**config.mk**
```make
export PLATFORM = sky130hd
export DESIGN_NAME = wallace_mac_pipe
export DESIGN_NICKNAME = d
export VERILOG_FILES = /design/src/rtl/wallace_mac_pipe_pkg.sv /design/src/rtl/wallace_mac_pipe_csa.sv /design/src/rtl/wallace_mac_pipe.sv
export SDC_FILE = /design/constraint.sdc
export NUM_CORES = 1
export LEC_CHECK = 0
export CORE_MARGIN = 2
export CORE_UTILIZATION = 32
export CTS_BUF_LIST = sky130_fd_sc_hd__clkbuf_8
export DETAILED_ROUTE_END_ITERATION = 12
export SLEW_MARGIN = 20
export SYNTH_ARGS = -nofsm -noshare
export SYNTH_HDL_FRONTEND = slang
export SYNTH_SLANG_ARGS = --single-unit
```
**constraint.sdc**
```tcl
create_clock -name clk -period 3.8 [get_ports clk]
set_input_delay 0.38 -clock clk [delete_from_list [all_inputs] [get_ports clk]]
set_output_delay 0.38 -clock clk [all_outputs]
set_load 0.02 [all_outputs]
```
**src/rtl/wallace_mac_pipe_pkg.sv**
```systemverilog
// Shared types, Booth codes and tree-shape helpers for wallace_mac_pipe.
// WALLACE_MAC_ACC_EN enables the dot-product accumulator stage.
package wallace_mac_pipe_pkg;

  localparam int WIDTH_DATA = 16;

`ifdef WALLACE_MAC_ACC_EN
  localparam int ACC_ON = 1;
`else
  localparam int ACC_ON = 0;
`endif

  typedef enum logic [2:0] {
    BOOTH_0,
    BOOTH_P1,
    BOOTH_P2,
    BOOTH_N1,
    BOOTH_N2
  } booth_t;

  function automatic booth_t booth_code(input logic [2:0] g);
    booth_t c;
    c = BOOTH_0;
    unique case (g)
      3'b001, 3'b010: c = BOOTH_P1;
      3'b011:         c = BOOTH_P2;
      3'b100:         c = BOOTH_N2;
      3'b101, 3'b110: c = BOOTH_N1;
      default:        c = BOOTH_0;
    endcase
    return c;
  endfunction

  // rows left after l levels of 3:2 compression
  function automatic int rows_after(input int n, input int l);
    int m;
    m = n;
    for (int k = 0; k < l; k++) m = m - m / 3;
    return m;
  endfunction

  function automatic int tree_levels(input int n);
    int m;
    int c;
    m = n;
    c = 0;
    while (m > 2) begin
      m = m - m / 3;
      c++;
    end
    return c;
  endfunction

endpackage

```
**src/rtl/wallace_mac_pipe_csa.sv**
```systemverilog
// Bit-vector carry-save adder row: three rows in, sum and carry out.
// The carry is returned unshifted; the caller aligns it.
module csa_3_2 #(
  parameter int W = 8
) (
  input  logic [W-1:0] a,
  input  logic [W-1:0] b,
  input  logic [W-1:0] cin,
  output logic [W-1:0] sum,
  output logic [W-1:0] cout
);

  assign sum  = a ^ b ^ cin;
  assign cout = (a & b) | (a & cin) | (b & cin);

endmodule

```
**src/rtl/wallace_mac_pipe.sv**
```systemverilog
// Booth radix-4 / Wallace pipelined multiplier, optional accumulator.
// Define WALLACE_MAC_ACC_EN to add the dot-product accumulate stage.
module wallace_mac_pipe
  import wallace_mac_pipe_pkg::*;
#(
  parameter int WIDTH     = WIDTH_DATA,
  parameter bit SIGNED    = 1'b1,
  parameter int ACC_GUARD = 8
) (
  input  logic                                clk,
  input  logic                                rst_n,
  input  logic                                in_valid,
  output logic                                in_ready,
  input  logic [WIDTH-1:0]                    in_a,
  input  logic [WIDTH-1:0]                    in_b,
  input  logic                                in_last,
  output logic                                out_valid,
  input  logic                                out_ready,
  output logic [2*WIDTH+ACC_ON*ACC_GUARD-1:0] out_p
);

  localparam int PW  = 2 * WIDTH;
  localparam int F   = WIDTH + 2;
  localparam int NPP = WIDTH / 2 + (SIGNED ? 0 : 1);
  localparam int BE  = 2 * NPP + 1;
  localparam int R0  = NPP + 1;
  localparam int NLV = tree_levels(R0);

  logic          adv;
  logic [F-1:0]  am;
  logic [BE-1:0] b_ext;
  logic [F-1:0]  x;
  logic          neg;
  booth_t        code;
  logic [PW-1:0] comp;
  logic [PW-1:0] negs;
  logic [PW-1:0] pp [R0];

  logic          s1_v;
  logic [PW-1:0] s1_pp [R0];
  logic          s2_v;
  logic [PW-1:0] s2_sum;
  logic [PW-1:0] s2_car;
  logic [PW-1:0] lv [NLV+1][R0];

  assign adv      = !out_valid || out_ready;
  assign in_ready = adv;
  assign am       = SIGNED ? {{2{in_a[WIDTH-1]}}, in_a} : {2'b00, in_a};
  assign b_ext    = BE'({in_b, 1'b0});

  // Booth rows with inverted-MSB sign handling; row NPP folds the
  // sign compensation constant together with the negate bits
  always_comb begin
    code = BOOTH_0;
    x    = '0;
    neg  = 1'b0;
    comp = '0;
    negs = '0;
    for (int i = 0; i < NPP; i++) begin
      code = booth_code(b_ext[2*i +: 3]);
      unique case (code)
        BOOTH_P1: x = am;
        BOOTH_P2: x = am << 1;
        BOOTH_N1: x = ~am;
        BOOTH_N2: x = ~(am << 1);
        default:  x = '0;
      endcase
      neg         = (code == BOOTH_N1) || (code == BOOTH_N2);
      negs[2*i]   = neg;
      pp[i]       = PW'({~x[F-1], x[F-2:0]}) << (2 * i);
      comp        = comp + (PW'(1) << (F - 1 + 2 * i));
    end
    pp[NPP] = (~comp + PW'(1)) | negs;
  end

  for (genvar r = 0; r < R0; r++) begin : g_l0
    assign lv[0][r] = s1_pp[r];
  end

  for (genvar l = 0; l < NLV; l++) begin : g_lvl
    localparam int N = rows_after(R0, l);
    localparam int G = N / 3;
    localparam int M = N - G;
    for (genvar g = 0; g < G; g++) begin : g_csa
      logic [PW-1:0] co;
      csa_3_2 #(.W(PW)) u_csa (
        .a   (lv[l][3*g]),
        .b   (lv[l][3*g+1]),
        .cin (lv[l][3*g+2]),
        .sum (lv[l+1][2*g]),
        .cout(co)
      );
      assign lv[l+1][2*g+1] = co << 1;
    end
    for (genvar r = 3 * G; r < N; r++) begin : g_pass
      assign lv[l+1][r-G] = lv[l][r];
    end
    for (genvar r = M; r < R0; r++) begin : g_zero
      assign lv[l+1][r] = '0;
    end
  end

`ifdef WALLACE_MAC_ACC_EN
  localparam int AW = PW + ACC_GUARD;
  logic          s1_last;
  logic          s2_last;
  logic          s3_v;
  logic          s3_last;
  logic [PW-1:0] s3_p;
  logic [AW-1:0] acc;
  logic [AW-1:0] acc_nxt;

  assign acc_nxt = acc + (SIGNED ? AW'($signed(s3_p)) : AW'(s3_p));
`else
  logic unused_last;
  assign unused_last = in_last;
`endif

  // S1: register partial-product rows
  always_ff @(posedge clk or negedge rst_n) begin
    if (!rst_n) begin
      s1_v  <= 1'b0;
      s1_pp <= '{default: '0};
    end else if (adv) begin
      s1_v  <= in_valid;
      s1_pp <= pp;
    end
  end

  // S2: register the two rows left by the tree
  always_ff @(posedge clk or negedge rst_n) begin
    if (!rst_n) begin
      s2_v   <= 1'b0;
      s2_sum <= '0;
      s2_car <= '0;
    end else if (adv) begin
      s2_v   <= s1_v;
      s2_sum <= lv[NLV][0];
      s2_car <= lv[NLV][1];
    end
  end

`ifdef WALLACE_MAC_ACC_EN
  // last flag travels with its operands
  always_ff @(posedge clk or negedge rst_n) begin
    if (!rst_n) begin
      s1_last <= 1'b0;
      s2_last <= 1'b0;
    end else if (adv) begin
      s1_last <= in_last;
      s2_last <= s1_last;
    end
  end

  // S3: final carry-propagate add
  always_ff @(posedge clk or negedge rst_n) begin
    if (!rst_n) begin
      s3_v    <= 1'b0;
      s3_last <= 1'b0;
      s3_p    <= '0;
    end else if (adv) begin
      s3_v    <= s2_v;
      s3_last <= s2_last;
      s3_p    <= s2_sum + s2_car;
    end
  end

  // S4: accumulate; emit and restart from zero on the last term
  always_ff @(posedge clk or negedge rst_n) begin
    if (!rst_n) begin
      out_valid <= 1'b0;
      out_p     <= '0;
      acc       <= '0;
    end else if (adv) begin
      out_valid <= s3_v && s3_last;
      if (s3_v) acc <= s3_last ? '0 : acc_nxt;
      if (s3_v && s3_last) out_p <= acc_nxt;
    end
  end
`else
  // S3: final carry-propagate add into the output register
  always_ff @(posedge clk or negedge rst_n) begin
    if (!rst_n) begin
      out_valid <= 1'b0;
      out_p     <= '0;
    end else if (adv) begin
      out_valid <= s2_v;
      if (s2_v) out_p <= s2_sum + s2_car;
    end
  end
`endif

endmodule

```
==> impl_metrics.env, run 1 <==
export IMPL_seq_power_share_pct=24.6
export IMPL_worstPathCellList="fa_1 -> inv_1 -> fa_1 -> fa_1 -> inv_1 -> fa_1 -> nand2_1 -> nand2_1"
export IMPL_hold_viol=0
export IMPL_clock_skew_final_ps=17.52
export IMPL_synth_top_area_cell="dfrtp_1"
export IMPL_worstPathRequired_ps=4260
export IMPL_hold_path_class="primary input to flop"
export IMPL_post_cts_buffers=0
export IMPL_status="finished, final reports clean"
export IMPL_numPortBuffers=69
export IMPL_arrival_ps=3540
export IMPL_synth_compound_area_share_pct=14.59
export IMPL_dr_first_iter_drc_count=1105
export IMPL_grt_pass1_wl_mm=72.05
export IMPL_rsz0062_at_grt="no"
export IMPL_synthFlopType="dfrtp_1"
export IMPL_synthTopCellsByArea="dfrtp_1, fa_1, nand2_1, xor2_1, nor2_1"
export IMPL_area_growth_synth_to_final_pct=12.57
export IMPL_worstPathMaxFanout=9
export IMPL_dieArea_mm2=0.05472
export IMPL_final_cell_mix="nand2_1, nor2_1, dfrtp_1"
export IMPL_finalWirelength_mm=44.93
export IMPL_whs_ps=369.7
export IMPL_ys_seq_elements=248
export IMPL_path_class="flop to flop"
export IMPL_post_route_min_period_ps=3080
export IMPL_dp_cells=2569
export IMPL_p_leak_nw=8.955
export IMPL_slowest_stage="dfrtp_1"
export IMPL_maxCapViolCount=0
export IMPL_grt_total_usage_pct=16.62
export IMPL_die_height_um=233.9
export IMPL_htree_levels=2
export IMPL_multiInputGateArea_mm2=0.009468
export IMPL_comb_power_share_pct=60.2
export IMPL_start_util_pct=32.26
export IMPL_synth_xor_area_share_pct=7.455
export IMPL_cp_start_kind="flop"
export IMPL_p_int_mw=9.398
export IMPL_coreArea_mm2=0.05245
export IMPL_drc=0
export IMPL_cts_buffers=47
export IMPL_cts_path_max_buffers=3
export IMPL_postCtsHoldBufs=1
export IMPL_fin_util_pct=36.31
export IMPL_p_switching_mw=8.083
export IMPL_grt_pass1_vias=13088
export IMPL_die_w_um=233.9
export IMPL_worst_pin_slew_ps=1197
export IMPL_slowest_delay_ps=760
export IMPL_grt_overflow=0
export IMPL_syn_cell_area_mm2=0.01692
export IMPL_wire_per_inst_um=16.92
export IMPL_vias_per_cell=4.986
export IMPL_cts_sinks=248
export IMPL_cts_tree="built"
export IMPL_grt_max_degree=132
export IMPL_fin_cells=2655
export IMPL_muxShareOfSynthArea_pct=0.8283
export IMPL_first_pass_iters=5
export IMPL_ctsRootBufferMaster="clkbuf_8"
export IMPL_clk_pin_slew_ps=60
export IMPL_synth_top_area_share_pct=36.68
export IMPL_fp_row_count=84
export IMPL_timing_final_crit_share_pct=81.06
export IMPL_io_pin_count=71
export IMPL_clock_fmax_mhz=324.7
export IMPL_gp_congestion=0.8261
export IMPL_syn_nets=2153
export IMPL_synth_avg_cell_area_um2=8.716
export IMPL_ys_types=63
export IMPL_drive_gt1_share_pct=7.067
export IMPL_nets=2143
export IMPL_cts_resized=0
export IMPL_fillers=5307
export IMPL_synthSimpleGateAreaFrac_pct=15.63
export IMPL_p_clk_share_pct=15.2
export IMPL_layout_area_seq_mm2=0.006206
export IMPL_cp_end_kind="flop"
export IMPL_synth_cells=1941
export IMPL_irDropWorstVdd_mv=0.4751
export IMPL_synth_edf_count=0
export IMPL_slew_headroom_pct=19.98
export IMPL_synth_fa_ha_area_share_pct=17.29
export IMPL_vias=13239
export IMPL_final_max_slew_viol_count=0
export IMPL_switching_share_pct=46.24
export IMPL_ant_nets=0
export IMPL_crit_path_frequent_cell="fa_1"
export IMPL_clock_latency_ps=570
export IMPL_yosysWarnings=0
export IMPL_antenna_cells=0
export IMPL_synth_top_family_by_area="adder cells"
export IMPL_layout_commonest_cell="nand2_1"
export IMPL_hpwl_mm=31.47
export IMPL_ys_seq_area_share_pct=36.68
export IMPL_synth_async_reset_ratio_pct=100.0
export IMPL_finalSetupViolCount=0
export IMPL_power_density_mw_per_mm2=917.9
export IMPL_grt_antenna_before_repair=0
export IMPL_tns_ps=0
cell type report:
type | instances | share of cell area [%]
repair buffers | 106 | 5.085
inverters | 155 | 3.094
well taps | 688 | 4.520
clock inverters | 27 | 0.8081
clock buffers | 58 | 4.192
flip-flops and latches | 248 | 32.59
multi-input cells | 1373 | 49.71
cells by family (layout without fill, tap and decap cells):
| family | Yosys count | after routing |
|---|---|---|
| fa+ha+maj | 175 | 175 |
| xor+xnor | 144 | 144 |
| mux | 14 | 14 |
| flops | 248 | 248 |
| simple gates | 656 | 656 |
| compound gates | 384 | 384 |
| buf+inv | 320 | 346 |
Yosys cell counts, drive strengths merged (2+ instances only):
cell / number
buf: 36
clkbuf: 128
nand2: 327
o31ai: 6
o21bai: 2
or3: 2
a221oi: 102
fa: 98
a41oi: 2
nor3: 10
a21o: 6
and3: 3
a21oi: 152
inv: 154
nor2: 257
or3b: 3
dfrtp: 248
nand4: 10
nand2b: 4
a31oi: 4
a211oi: 6
or4: 3
xnor2: 21
o21ai: 81
ha: 77
and3b: 3
nand3: 20
nor3b: 7
mux2i: 14
o211ai: 3
nor2b: 4
and2: 2
xor2: 123
o21a: 9
o311ai: 2
critical path: cells and delay by family (launching register included):
| kind | cells | cell delay (ps) |
|---|---|---|
| and+or+nand+nor | 2 | 130 |
| DFF | 1 | 760 |
| adders and majority gates | 4 | 1940 |
| buffers and inverters | 2 | 140 |
stage by stage:
stage / total power [mW] / area [µm²] / worst slack [ps]
after floorplan: 11.41 / 16920 / 940.6
after global placement: 14.51 / 18110 / 720.5
after detailed placement: 14.79 / 18100 / 706.5
after CTS: 17.55 / 19060 / 697.9
after global routing: 19.20 / 19040 / 593.5
final: 17.48 / 19040 / 719.8
path summary, 6_finish.rpt:
path / startpoint / end / slack (ps) / cells after the start
worst max-delay path: lv[1169] / s2_sum[17] / 720 / 8
worst min-delay path: in_valid / s1_v / 370 / 3
worst max register to register: lv[1169] / s2_sum[17] / 720 / 8
worst min register to register: out_p[14] / out_p[14] / 470 / 2
max in group asynchronous: rst_n / out_p[21] / 2450 / 3
min in group asynchronous: rst_n / lv[1160] / 410 / 2
layer usage:
metal	track usage, %	share of wire (%)	up-vias
met1	24.38	49	6379
met5	0	0	-
met2	25.18	43	414
li1	-	-	6364
met3	3.003	6.4	82
met4	4.292	2.2	0
sequential cells by signal, indices dropped and copies added (netlist names):
name	flops
s2_sum	32
s1_v	1
s2_car	28
s2_v	1
out_valid	1
lv	153
out_p	32
power by group through the flow:
stage	logic (mW)	clock network [mW]	registers [mW]
floorplan	7.02	0	4.39
global placement	10.2	0	4.32
detailed placement	10.4	0	4.36
CTS	10.5	2.74	4.31
global route	11.9	2.85	4.43
finish	10.5	2.66	4.30
Note: power is estimated with default switching activity, not from simulation.
==> run 2: changes to the inputs <==
- clock period: 3.8 -> 2.7 ns (I/O delays scaled with it)
==> impl_metrics.env, run 2 (synthesis gave the netlist of run 1 again) <==
export IMPL_status="finished, violations left"
export IMPL_violations="negative setup slack"
export IMPL_hold_viol=0
export IMPL_dr_first_iter_drc_count=1123
export IMPL_dieArea_mm2=0.05472
export IMPL_slowest_stage="fa_1"
export IMPL_clk_pin_slew_ps=60
export IMPL_p_leak_nw=9.080
export IMPL_rsz0062_at_grt="yes"
export IMPL_clock_skew_final_ps=18.14
export IMPL_power_density_mw_per_mm2=1257
export IMPL_cts_buffers=45
export IMPL_cp_end_kind="flop"
export IMPL_die_w_um=233.9
export IMPL_worstPathMaxFanout=2
export IMPL_fp_row_count=84
export IMPL_vias_per_cell=4.964
export IMPL_grt_max_degree=132
export IMPL_final_max_slew_viol_count=0
export IMPL_vias=13338
export IMPL_clock_latency_ps=610
export IMPL_first_pass_iters=9
export IMPL_hold_path_class="primary input to flop"
export IMPL_irDropWorstVdd_mv=0.5576
export IMPL_seq_power_share_pct=24.8
export IMPL_clock_fmax_mhz=361.5
export IMPL_maxCapViolCount=0
export IMPL_die_height_um=233.9
export IMPL_p_switching_mw=11.10
export IMPL_io_pin_count=71
export IMPL_final_cell_mix="nand2_1, nor2_1, dfrtp_1"
export IMPL_ctsRootBufferMaster="clkbuf_8"
export IMPL_htree_levels=2
export IMPL_gp_congestion=0.8373
export IMPL_cp_num_buf_inv=4
export IMPL_numPortBuffers=69
export IMPL_layout_commonest_cell="nand2_1"
export IMPL_worst_pin_slew_ps=998.5
export IMPL_cp_start_kind="flop"
export IMPL_switching_share_pct=45.50
export IMPL_finalWirelength_mm=45.06
export IMPL_crit_family="adder cells"
export IMPL_nets=2176
export IMPL_p_total_mw=24.39
export IMPL_drive_gt1_share_pct=9.710
export IMPL_grt_pass1_vias=12834
export IMPL_crit_path_frequent_cell="fa_1"
export IMPL_cts_path_max_buffers=3
export IMPL_post_route_min_period_ps=2767
export IMPL_slowest_delay_ps=540
export IMPL_p_clk_share_pct=14.7
export IMPL_hpwl_mm=31.67
export IMPL_drc=0
export IMPL_grt_total_usage_pct=16.61
export IMPL_finalWorstSetupSlack_ps=-66.64
export IMPL_path_class="flop to flop"
export IMPL_arrival_ps=3250
export IMPL_worstPathRequired_ps=3190
export IMPL_comb_power_share_pct=60.4
export IMPL_start_util_pct=32.26
export IMPL_fillers=5278
export IMPL_timing_final_crit_share_pct=102.5
export IMPL_coreArea_mm2=0.05245
export IMPL_finalSetupViolCount=6
export IMPL_grt_antenna_before_repair=4
export IMPL_wire_per_inst_um=16.77
export IMPL_p_int_mw=13.29
export IMPL_grt_overflow=0
export IMPL_largest_reg_flops=153
export IMPL_grt_pass1_wl_mm=71.90
export IMPL_cts_sinks=248
export IMPL_worstPathCellList="inv_2 -> fa_1 -> inv_2 -> fa_1 -> inv_1 -> fa_1 -> inv_2 -> fa_1 -> nand2_1 -> nand2_1"
export IMPL_slew_headroom_pct=33.19
export IMPL_cts_tree="built"
export IMPL_ant_nets=0
export IMPL_area_growth_synth_to_final_pct=14.70
export IMPL_pre_cts_ws_ps=-83.76
==> run 2: power by group through the flow <==
stage	Clock, mW	Combinational, mW	Sequential (mW)
after detailed placement	0	14.2	6.13
after CTS	3.70	14.3	6.07
after global placement	0	14.0	6.07
after floorplan	0	9.88	6.19
final	3.59	14.7	6.06
after global routing	3.90	16.9	6.25
==> run 2: final timing paths <==
| path | cells past startpoint | startpoint | endpoint | slack, ps |
|---|---|---|---|---|
| min in group asynchronous | 2 | rst_n | lv[1303] | 230 |
| worst min register to register | 2 | s1_v | s1_v | 470 |
| worst max register to register | 10 | lv[1261] | s2_sum[13] | -70 |
| worst min-delay path | 3 | in_valid | s1_v | 210 |
| worst max-delay path | 10 | lv[1261] | s2_sum[13] | -70 |
| max in group asynchronous | 3 | rst_n | out_p[6] | 1680 |
==> run 2: layout make-up <==
class,count,area [µm²],area share [%]
antenna,1,2.502,0.01290
clock buffer,56,770.7,3.972
clock inverter,25,133.9,0.6900
inverter,155,589.3,3.037
multi-input combinational,1373,9547,49.20
sequential,248,6207,31.99
tap,688,860.8,4.436
timing repair buffer,141,1292,6.661
==> run 2: stage by stage <==
stage                     TNS, ps  util [%]  cells  instance area [µm²]  hold WS [ps]
after global placement     -205.2     34.92   2594                18310         286.0
after CTS                  -165.8     36.73   2679                19260         159.8
after floorplan                 0         -   1941                16920        -25.59
after global routing        -1387     36.99   2686                19400         193.0
after detailed placement   -371.5     34.93   2594                18320         298.4
final                      -291.3     37.00   2687                19400         211.2
==> run 2: metal layers <==
metal  track usage [%]  vias up  routed length, µm
li1                  -     6427                  -
met1             24.11     6421              21860
met2             25.02      417              19220
met3             3.782       67               3097
met4             3.995        6                845
met5                 0        -                 35
==> run 2: tightest hold or removal path: stages <==
cell,delay (ps)
clkdlybuf4s50_1,400
nand2_1,60
nand2_1,50
==> run 2: what timing repair did <==
action	in CTS	in global routing
buffers inserted	3	7
endpoints found under the setup margin	14	32
endpoints found under the hold margin	64	0
hold buffers	1	0
resized for setup	7	28
pin swaps	9	14
